**src/rtl/fetch_stage.sv**
```systemverilog
// rtl/fetch_stage.sv - instruction fetch stage: PC, single-outstanding read, decode handoff
module fetch_stage #(
  parameter logic [63:0] RESET_PC = 64'h8000_0000
) (
  input  logic        clk,
  input  logic        rst_n,
  output logic        ireq_valid,
  output logic [63:0] ireq_addr,
  input  logic        iresp_data_ok,
  input  logic [31:0] iresp_data,
  output logic        if_valid,
  input  logic        if_ready,
  output logic [63:0] if_pc,
  output logic [31:0] if_instu,
  input  logic        redirect_valid,
  input  logic [63:0] redirect_pc
);

  typedef enum logic [0:0] {
    S_REQ  = 1'b0,
    S_HOLD = 1'b1
  } state_t;

  state_t      state_q, state_d;
  logic [63:0] pc_q, pc_d;
  logic        kill_q, kill_d;
  logic [63:0] kill_pc_q, kill_pc_d;
  logic [31:0] instr_buf_q, instr_buf_d;
  // Low until the first edge after reset release: no request has been driven
  // yet, so any stale data_ok from before the reset must not be sampled.
  logic        started_q;

  logic [63:0] redir_pc;

  // Redirect targets are always word aligned.
  assign redir_pc = {redirect_pc[63:2], 2'b00};

  // State register; asynchronous clear puts the stage back at RESET_PC.
  always_ff @(posedge clk or negedge rst_n) begin
    if (!rst_n) begin
      state_q     <= S_REQ;
      pc_q        <= RESET_PC;
      kill_q      <= 1'b0;
      kill_pc_q   <= RESET_PC;
      instr_buf_q <= 32'h0;
      started_q   <= 1'b0;
    end else begin
      state_q     <= state_d;
      pc_q        <= pc_d;
      kill_q      <= kill_d;
      kill_pc_q   <= kill_pc_d;
      instr_buf_q <= instr_buf_d;
      started_q   <= 1'b1;
    end
  end

  // Next-state and handshake outputs.
  always_comb begin
    state_d     = state_q;
    pc_d        = pc_q;
    kill_d      = kill_q;
    kill_pc_d   = kill_pc_q;
    instr_buf_d = instr_buf_q;
    ireq_valid  = 1'b0;
    if_valid    = 1'b0;

    case (state_q)
      S_REQ: begin
        ireq_valid = started_q;
        if (!started_q) begin
          // Nothing in flight yet, so a redirect can retarget the PC directly.
          if (redirect_valid) begin
            pc_d = redir_pc;
          end
        end else if (iresp_data_ok) begin
          kill_d = 1'b0;
          if (redirect_valid) begin
            pc_d = redir_pc;
          end else if (kill_q) begin
            pc_d = kill_pc_q;
          end else begin
            instr_buf_d = iresp_data;
            state_d     = S_HOLD;
          end
        end else if (redirect_valid) begin
          // Keep the bus address stable; remember where to go once the
          // wrong-path word comes back. Later redirects overwrite the target.
          kill_d    = 1'b1;
          kill_pc_d = redir_pc;
        end
      end

      S_HOLD: begin
        if_valid = ~redirect_valid;
        if (redirect_valid) begin
          pc_d    = redir_pc;
          state_d = S_REQ;
        end else if (if_ready) begin
          pc_d    = pc_q + 64'd4;
          state_d = S_REQ;
        end
      end

      default: begin
        state_d = S_REQ;
      end
    endcase
  end

  assign ireq_addr = pc_q;
  assign if_pc     = pc_q;
  assign if_instu  = instr_buf_q;

`ifndef SYNTHESIS
  // Bus address and request must hold until the memory answers.
  a_req_stable: assert property (@(posedge clk) disable iff (!rst_n)
    (ireq_valid && !iresp_data_ok) |=> (ireq_valid && $stable(ireq_addr)));

  // Requesting and offering to decode are mutually exclusive.
  a_one_role: assert property (@(posedge clk) disable iff (!rst_n)
    !(ireq_valid && if_valid));
`endif

endmodule

```
**config.mk**
```make
export PLATFORM = sky130hd
export DESIGN_NAME = fetch_stage
export DESIGN_NICKNAME = d
export VERILOG_FILES = /design/src/rtl/fetch_stage.sv
export SDC_FILE = /design/constraint.sdc
export NUM_CORES = 1
export LEC_CHECK = 0
export ABC_AREA = 1
export CAP_MARGIN = 25
export CORE_MARGIN = 2
export CORE_UTILIZATION = 55
export CTS_BUF_LIST = sky130_fd_sc_hd__clkbuf_8
export DETAILED_ROUTE_END_ITERATION = 6
export MAX_ROUTING_LAYER = met4
export PLACE_DENSITY = 0.87
export SLEW_MARGIN = 20
export SYNTH_ARGS = -nofsm -noshare
export SYNTH_HDL_FRONTEND = slang
export SYNTH_SLANG_ARGS = --single-unit
```
**constraint.sdc**
```tcl
create_clock -name clk -period 4.64 [get_ports clk]
set_input_delay 1.16 -clock clk [delete_from_list [all_inputs] [get_ports clk]]
set_output_delay 1.16 -clock clk [all_outputs]
set_load 0.02 [all_outputs]
```
==> results of run 1 <==
==> placed cells by master, fill, tap and decap left out, drive strengths merged, types with 2 or more instances in the layout <==
cell | Yosys | final
o21a | 2 | 2
o211ai | 4 | 4
xor2 | 27 | 27
a22oi | 2 | 2
clkbuf | 31 | 18
nand2 | 355 | 355
a211oi | 51 | 51
inv | 152 | 159
nand4 | 4 | 4
buf | 103 | 13
a21boi | 39 | 39
clkdlybuf4s50 | 0 | 254
or2 | 10 | 10
o21ai | 123 | 123
a21oi | 74 | 74
clkinv | 0 | 8
dfrtp | 157 | 157
conb | 2 | 5
dfstp | 2 | 2
mux2 | 32 | 32
nand3 | 59 | 59
nor2 | 229 | 229
==> area by class of cell <==
type | count | area share (%)
tap | 234 | 2.25
multi-input combinational | 1022 | 39.0
inverter | 152 | 4.38
clock buffer | 17 | 1.80
timing repair buffer | 268 | 20.6
sequential | 159 | 30.6
clock inverter | 15 | 1.38
==> layer usage <==
metal  vias up  GRT usage [%]  part of all wire [%]
met5         -              -                     0
met4         0           11.8                   3.0
met3        63           5.60                   7.1
met2       457           53.8                    49
met1      4847           42.0                    41
li1       4939              -                     -
==> kinds of logic (layout without fill, tap and decap cells) <==
logic type      count (synthesis)  count (layout)  synth area share, %
compound gates                299             299                 17.1
simple gates                  658             658                 25.6
xor+xnor                       27              27                 2.27
fa+ha+maj                       1               1                0.120
buf+inv                       286             452                 13.1
mux                            32              32                 3.46
other cells                     2               5               0.0721
flops                         159             159                 38.2
==> registers in the layout, summed over array words and instances (netlist names) <==
signal / count
state_q: 1
if_instu: 32
started_q: 1
kill_pc_q: 62
kill_q: 1
if_pc: 62
==> final timing paths <==
check,start,endpoint,slack [ns]
max,state_q,ireq_valid,1.27
min,kill_pc_q[4],kill_pc_q[4],0.49
max reg2reg,state_q,kill_pc_q[46],1.54
min reg2reg,kill_pc_q[4],kill_pc_q[4],0.49
max in group asynchronous,rst_n,if_pc[62],2.98
min in group asynchronous,rst_n,kill_pc_q[34],0.79
==> report_power, final <==
| group | switching (mW) | internal (mW) | total [mW] |
|---|---|---|---|
| Clock | 0.659 | 0.417 | 1.08 |
| Combinational | 1.16 | 0.964 | 2.12 |
| Sequential | 0.338 | 1.68 | 2.02 |
==> worst max-delay path, cell delays in order, from the launching register on <==
cell and delay (ns):
dfrtp_2 0.38, buf_4 0.60, nor2_2 0.13, clkdlybuf4s50_1 0.61
==> metrics by stage <==
step	setup slack (ns)	power (mW)
floorplan	1.70	3.29
global route	1.19	5.50
global placement	1.19	4.10
finish	1.27	5.22
detailed placement	1.09	4.16
CTS	1.30	5.23
==> impl_metrics.py, run 1 <==
metrics = {
    "critical_path": {
        "critPathMaxFanout": 57,
        "end_kind": "primary output",
        "reg2reg_depth": 8,
        "worstPathRequired_ns": 3.48,
        "worstPathArrival_ns": 2.21,
        "start_kind": "flip-flop",
        "critPathKind": "flip-flop to primary output",
    },
    "sta": {
        "timing_hold_violations_final": 0,
        "hold_ws_ns": 0.494,
        "fin_crit_ns": 3.37,
        "worstMarginPinSlew_ns": 0.909,
        "maxSlewViolCount": 0,
        "fmax_mhz": 297,
        "period_share_pct": 72.6,
        "setup_viol_count_final": 0,
        "rsz0062_at_grt": "false",
        "setup_tns_ns": 0,
        "finClkSkew_ns": 0.0213,
        "slew_headroom_pct": 39.4,
    },
    "synthesis": {
        "synth_most_common_cell": "nand2_1",
        "synth_async_sr_flop_share_pct": 100,
        "synth.distinct_cells": 39,
        "synth-seq-area-share_pct": 38.2,
        "ys.flop_type": "dfrtp_1",
        "syn_area_per_cell_um2": 7.11,
        "postSynthCellCount": 1464,
        "synth_largest_area_cell": "dfrtp_1",
        "synthTopCellsByCount": "nand2_1 (346), nor2_1 (220), dfrtp_1 (157), inv_1 (146), o21ai_0 (115)",
        "ys_ff_latch": 159,
        "synth_edf_count": 0,
        "synthTopCellsByArea": "dfrtp_1 (38%), nand2_1 (12%), nor2_1 (7.9%)",
        "syn_area_um2": 10400,
        "yosysWarnings": 0,
        "synth_top_area_share_pct": 37.7,
    },
    "routing": {
        "viasPerCell": 5.52,
        "remaining_drc_errors": 0,
        "wl_um": 31900,
        "ant_nets": 0,
        "route.vias.total": 10300,
        "first_pass_iters": 5,
        "first_iter_violations": 875,
        "wire_per_inst_um": 17.1,
    },
    "clocking": {
        "clkLatencyLatePin_ns": 0.48,
        "clkTransAtPathRegs_ns": 0.11,
        "htreeDepth": 4,
        "root_buffer": "clkbuf_8",
        "cts_tree": "built",
        "cts_sinks": 159,
        "post_cts_buffers": 0,
        "cts_resized": 0,
        "cts_hold_buf": 0,
        "clock_path_buffers": 2,
        "cts_buffers": 17,
    },
    "cells_and_area": {
        "seq_area_um2": 3980,
        "finalInstanceArea_um2": 13000,
        "multi_input_area_um2": 5080,
        "fin_nets": 1722,
        "fill_cells": 1570,
        "fin_cells": 1867,
        "drive_gt1_share_pct": 6.74,
        "fin_util_pct": 69.8,
        "area_growth_pct": 25.0,
        "n_antenna_cell": 0,
    },
    "global_routing": {
        "antenna_found_initial": 0,
        "grt_max_degree": 111,
        "grt_use_total_pct": 33.1,
        "overflow": 0,
        "grt_first_pass_wirelength_um": 50800,
        "grt_pass1_vias": 9859,
    },
    "floorplan": {
        "ios": 263,
        "core_area_um2": 18600,
        "die_w_um": 142,
        "fp.dieH_um": 142,
        "dieArea_um2": 20000,
        "start_util_pct": 55.8,
        "row_count": 50,
    },
    "placed_design": {
        "place.gp.congestion": 0.991,
        "hpwl_um": 23100,
        "placed_cell_area_um2": 12600,
        "port_buffers": 256,
        "dpl.cell_count": 1835,
    },
    "run_status": {
        "outcome": "finished, final reports clean",
    },
    "run": {
        "drv_cap": 0,
    },
    "pwr": {
        "ir_drop_mv": 0.273,
        "power.density_cell_area_nw_per_um2": 401,
        "p_leak_nw": 6.04,
    },
    "worst_hold_path": {
        "hold_path_depth": 2,
        "hold_path_class": "flip-flop to flip-flop",
    },
}
No activity file was read; power rests on OpenSTA's default activity.
==> run 2, diff against run 1 <==
--- a/config.mk
+++ b/config.mk
@@ -8,11 +8,11 @@
 export ABC_AREA = 1
 export CAP_MARGIN = 25
 export CORE_MARGIN = 2
-export CORE_UTILIZATION = 55
+export CORE_UTILIZATION = 47
 export CTS_BUF_LIST = sky130_fd_sc_hd__clkbuf_8
 export DETAILED_ROUTE_END_ITERATION = 6
 export MAX_ROUTING_LAYER = met4
-export PLACE_DENSITY = 0.87
+export PLACE_DENSITY = 0.79
 export SLEW_MARGIN = 20
 export SYNTH_ARGS = -nofsm -noshare
 export SYNTH_HDL_FRONTEND = slang
==> constraint.sdc (replaced) <==
create_clock -name clk -period 2.79 [get_ports clk]
set_input_delay 0.6975 -clock clk [delete_from_list [all_inputs] [get_ports clk]]
set_output_delay 0.6975 -clock clk [all_outputs]
set_load 0.02 [all_outputs]
==> run 2 against run 1 <==
Cell count increased by 2.9%. Wire length about the same. First-iteration DRC count shrank 9.0%. Critical path type unchanged. Highest routed layer unchanged.
==> impl_metrics.py, run 2 (synthesis results as in run 1) <==
metrics = {
    "run_status": {
        "outcome": "finished, final reports clean",
    },
    "sta": {
        "slew_headroom_pct": 46.0,
        "rsz0062_at_grt": "false",
        "timing_hold_violations_final": 0,
        "fin_crit_ns": 2.58,
        "setup_viol_count_final": 0,
        "finClkSkew_ns": 0.0265,
        "worstMarginPinSlew_ns": 0.810,
        "setup_tns_ns": 0,
        "maxSlewViolCount": 0,
        "fmax_mhz": 388,
        "period_share_pct": 92.4,
    },
    "cells_and_area": {
        "final_common_cell": "nand2_1",
        "area_growth_pct": 26.6,
        "drive_gt1_share_pct": 7.13,
        "final_cell_mix": "nand2_1 (345), clkdlybuf4s50_1 (254), nor2_1 (220)",
        "fin_util_pct": 60.6,
        "fin_nets": 1729,
    },
    "routing": {
        "remaining_drc_errors": 0,
        "viasPerCell": 5.29,
        "wl_met3_um": 2340,
        "highest_layer": "met4",
        "route.vias.total": 10200,
        "wl_um": 31900,
        "wl_met1_um": 13500,
        "first_iter_violations": 796,
        "first_pass_iters": 7,
        "wire_per_inst_um": 16.6,
        "dr_wl_met2_um": 15100,
        "ant_nets": 0,
    },
    "global_routing": {
        "grt_first_pass_wirelength_um": 51400,
        "antenna_found_initial": 0,
        "grt_max_degree": 115,
        "overflow": 0,
        "grt_pass1_vias": 9697,
        "grt_use_total_pct": 28.1,
    },
    "floorplan": {
        "fp.dieH_um": 153,
        "die_w_um": 153,
        "start_util_pct": 47.8,
        "row_count": 54,
        "core_area_um2": 21800,
        "ios": 263,
        "dieArea_um2": 23400,
    },
    "clocking": {
        "clkLatencyLatePin_ns": 0.49,
        "clock_path_buffers": 2,
        "clkTransAtPathRegs_ns": 0.12,
        "cts_sinks": 159,
        "root_buffer": "clkbuf_8",
        "cts_hold_buf": 0,
        "cts_tree": "built",
        "cts_resized": 0,
        "post_cts_buffers": 0,
        "cts_buffers": 17,
        "htreeDepth": 4,
    },
    "placed_design": {
        "place.gp.congestion": 0.978,
        "port_buffers": 256,
        "hpwl_um": 23100,
    },
    "pwr": {
        "p_leak_nw": 6.09,
        "ir_drop_mv": 0.459,
        "power.density_cell_area_nw_per_um2": 664,
    },
    "worst_hold_path": {
        "hold_path_class": "input port to async pin",
    },
    "run": {
        "drv_cap": 0,
    },
    "critical_path": {
        "critPathKind": "flip-flop to primary output",
        "start_kind": "flip-flop",
        "critPathMaxFanout": 4,
        "worstPathArrival_ns": 1.88,
        "end_kind": "primary output",
        "worstPathRequired_ns": 2.09,
    },
}
==> run 2: cell count changes in the layout (fill, tap and decap cells not counted), sizes merged <==
cell / change
buf: +8
clkbuf: -1
clkinv: -1
diode: +1
inv: +1
==> run 2: per-layer routing <==
layer  up-vias  global-route usage [%]
met4         0                    9.88
met5         -                       -
li1       4962                       -
met3        51                    5.53
met2       413                    44.6
met1      4737                    36.0
==> run 2: path summary, 6_finish.rpt <==
path	startpoint	endpoint	slack, ns	depth (start not counted)
hold reg to reg	kill_pc_q[2]	kill_pc_q[2]	0.48	2
min in group clk	kill_pc_q[2]	kill_pc_q[2]	0.48	2
hold / removal	rst_n	if_pc[47]	0.15	1
setup reg to reg	state_q	if_pc[12]	0.43	7
max in group asynchronous	rst_n	kill_pc_q[31]	1.84	2
setup / recovery	state_q	if_valid	0.21	3
==> run 2: stage by stage <==
stage | cells | setup WS (ns) | total power [mW] | cell area, µm² | hold slack (ns)
after global routing | 1920 | 0.172 | 9.24 | 13200 | 0.170
after global placement | 1888 | 0.289 | 6.84 | 12700 | 0.448
after CTS | 1920 | 0.172 | 8.79 | 13200 | 0.148
final | 1921 | 0.212 | 8.75 | 13200 | 0.149
after detailed placement | 1888 | 0.289 | 6.92 | 12700 | 0.454
after floorplan | 1467 | 0.771 | 5.47 | 10400 | 0.402
==> run 2: cell type report <==
class	count	area, µm²
antenna	1	2.50
clock buffer	17	234
clock inverter	15	201
fill	2009	8580
inverter	152	571
multi-input combinational	1022	5080
sequential	159	3980
tap	280	350
timing repair buffer	275	2750
==> run 2: report_power, final <==
part / total (mW) / internal [mW] / switching (mW)
logic: 3.53 / 1.61 / 1.92
clock network: 1.87 / 0.712 / 1.16
registers: 3.36 / 2.80 / 0.558
==> run 2: critical path: stages, from the launching register on <==
cell             delay, ns
dfrtp_2               0.43
inv_2                 0.05
nor2_1                0.26
clkdlybuf4s50_1       0.67
==> run 3, diff against run 2 <==
--- a/config.mk
+++ b/config.mk
@@ -6,8 +6,8 @@
 export NUM_CORES = 1
 export LEC_CHECK = 0
 export ABC_AREA = 1
+export ABC_CLOCK_PERIOD_IN_PS = 2790
 export CAP_MARGIN = 25
-export CORE_MARGIN = 2
 export CORE_UTILIZATION = 47
 export CTS_BUF_LIST = sky130_fd_sc_hd__clkbuf_8
 export DETAILED_ROUTE_END_ITERATION = 6
==> run 3 against run 2 <==
Die area is 2.6% lower. Combinational power is essentially flat. Global-route usage is 1.1 points higher. Power fell by 0.55%. Sequential power barely moved. Count of clock-buffer cells in the layout rose by 1. Highest routed layer unchanged. Via count fell by 0.13%. Hold slack improved by 0.020 ns. Register-to-register slack is essentially flat. Clock power decreased by 2%. Fmax increased by 0.30%. Flip-flop and latch count unchanged.
==> impl_metrics.py, run 3 (synthesis results as in run 1) <==
metrics = {
    "global_routing": {
        "antenna_found_initial": 0,
        "grt_first_pass_wirelength_um": 49600,
        "overflow": 0,
        "grt_pass1_vias": 9623,
        "grt_max_degree": 72,
        "grt_use_total_pct": 29.2,
    },
    "pwr": {
        "pwr-share-seq_pct": 38.5,
        "clkPwrFrac_pct": 21.1,
        "ir_drop_mv": 0.416,
        "power_switching_mw": 3.56,
        "p_leak_nw": 6.10,
        "p_comb_share_pct": 40.5,
        "power.internal_mw": 5.15,
        "power.density_cell_area_nw_per_um2": 661,
        "power.share.switching_pct": 40.9,
    },
    "clocking": {
        "clock_path_buffers": 2,
        "root_buffer": "clkbuf_8",
        "cts_sinks": 159,
        "cts_resized": 0,
        "cts_buffers": 17,
        "cts_tree": "built",
        "post_cts_buffers": 0,
        "clkLatencyLatePin_ns": 0.49,
        "cts_hold_buf": 0,
        "clkTransAtPathRegs_ns": 0.10,
        "htreeDepth": 4,
    },
    "sta": {
        "rsz0062_at_grt": "false",
        "maxSlewViolCount": 0,
        "fin_crit_ns": 2.57,
        "fmax_mhz": 389,
        "setup_viol_count_final": 0,
        "slew_headroom_pct": 45.8,
        "period_share_pct": 92.1,
        "timing_hold_violations_final": 0,
        "finClkSkew_ns": 0.0224,
        "setup_tns_ns": 0,
        "worstMarginPinSlew_ns": 0.813,
    },
    "routing": {
        "wire_per_inst_um": 16.2,
        "route.vias.total": 10200,
        "remaining_drc_errors": 0,
        "ant_nets": 0,
        "first_pass_iters": 6,
        "viasPerCell": 5.28,
        "first_iter_violations": 701,
        "wl_um": 31100,
    },
    "critical_path": {
        "critPathKind": "flip-flop to primary output",
        "start_kind": "flip-flop",
        "worstPathArrival_ns": 1.87,
        "end_kind": "primary output",
        "critPathMaxFanout": 4,
        "worstPathRequired_ns": 2.09,
    },
    "worst_hold_path": {
        "hold_path_class": "input port to async pin",
    },
    "floorplan": {
        "core_area_um2": 21800,
        "fp.dieH_um": 151,
        "dieArea_um2": 22700,
        "row_count": 54,
        "ios": 263,
        "start_util_pct": 47.8,
        "die_w_um": 151,
    },
    "cells_and_area": {
        "n_antenna_cell": 0,
        "finalInstanceArea_um2": 13200,
        "drive_gt1_share_pct": 7.19,
        "final_cell_mix": "nand2_1 (345), clkdlybuf4s50_1 (254), nor2_1 (220)",
        "fin_nets": 1730,
        "area_growth_pct": 26.5,
        "final_common_cell": "nand2_1",
        "fill_cells": 1990,
    },
    "run": {
        "drv_cap": 0,
    },
    "placed_design": {
        "hpwl_um": 23000,
        "place.gp.congestion": 0.964,
        "port_buffers": 256,
        "placed_cell_area_um2": 12700,
    },
    "run_status": {
        "outcome": "finished, final reports clean",
    },
}
-- run 3: routing by layer --
metal	up-vias	wire (µm)	share of wire (%)	GRT usage, %
li1	4942	-	-	-
met4	0	994	3.2	11.7
met2	382	14800	48	46.4
met3	64	2180	7.0	4.85
met1	4762	13100	42	37.1
met5	-	0	0	-
-- run 3: stage by stage --
stage | setup slack [ns] | hold slack [ns] | utilization [%] | cells | power (mW)
after floorplan | 0.771 | 0.402 | - | 1467 | 5.47
after global placement | 0.267 | 0.450 | 58.6 | 1889 | 6.83
after detailed placement | 0.228 | 0.458 | 58.6 | 1889 | 6.92
after CTS | 0.175 | 0.185 | 60.5 | 1921 | 8.76
after global routing | 0.181 | 0.208 | 60.5 | 1921 | 9.22
final | 0.219 | 0.168 | 60.5 | 1921 | 8.71
-- run 3: power by group through the flow --
stage               clock network [mW]  logic (mW)  registers (mW)
floorplan                            0        1.84            3.63
global placement                     0        3.47            3.36
detailed placement                   0        3.52            3.39
CTS                               1.87        3.54            3.35
global route                      1.95        3.84            3.43
finish                            1.83        3.52            3.35
-- run 3: final timing paths --
path                            slack [ns]    startpoint  cells after the start             to
worst max-delay path                  0.22       state_q                      3       if_valid
worst min register to register        0.48  kill_pc_q[2]                      2   kill_pc_q[2]
min in group clk                      0.48  kill_pc_q[2]                      2   kill_pc_q[2]
worst min-delay path                  0.17         rst_n                      1  kill_pc_q[32]
max in group asynchronous             1.90         rst_n                      2   kill_pc_q[9]
worst max register to register        0.42       state_q                      7      if_pc[12]
-- run 3: area by class of cell --
type	count	area (µm²)	share of cell area, %
clock inverters	14	178	1.35
flip-flops and latches	159	3980	30.2
inverters	152	571	4.33
repair buffers	276	2760	21.0
multi-input cells	1022	5080	38.6
well taps	280	350	2.66
clock buffers	18	248	1.88
-- run 3: worst max-delay path: stages, from the launching register on --
cell and delay (ns):
dfrtp_2 0.42, inv_2 0.05, nor2_1 0.25, clkdlybuf4s50_1 0.67
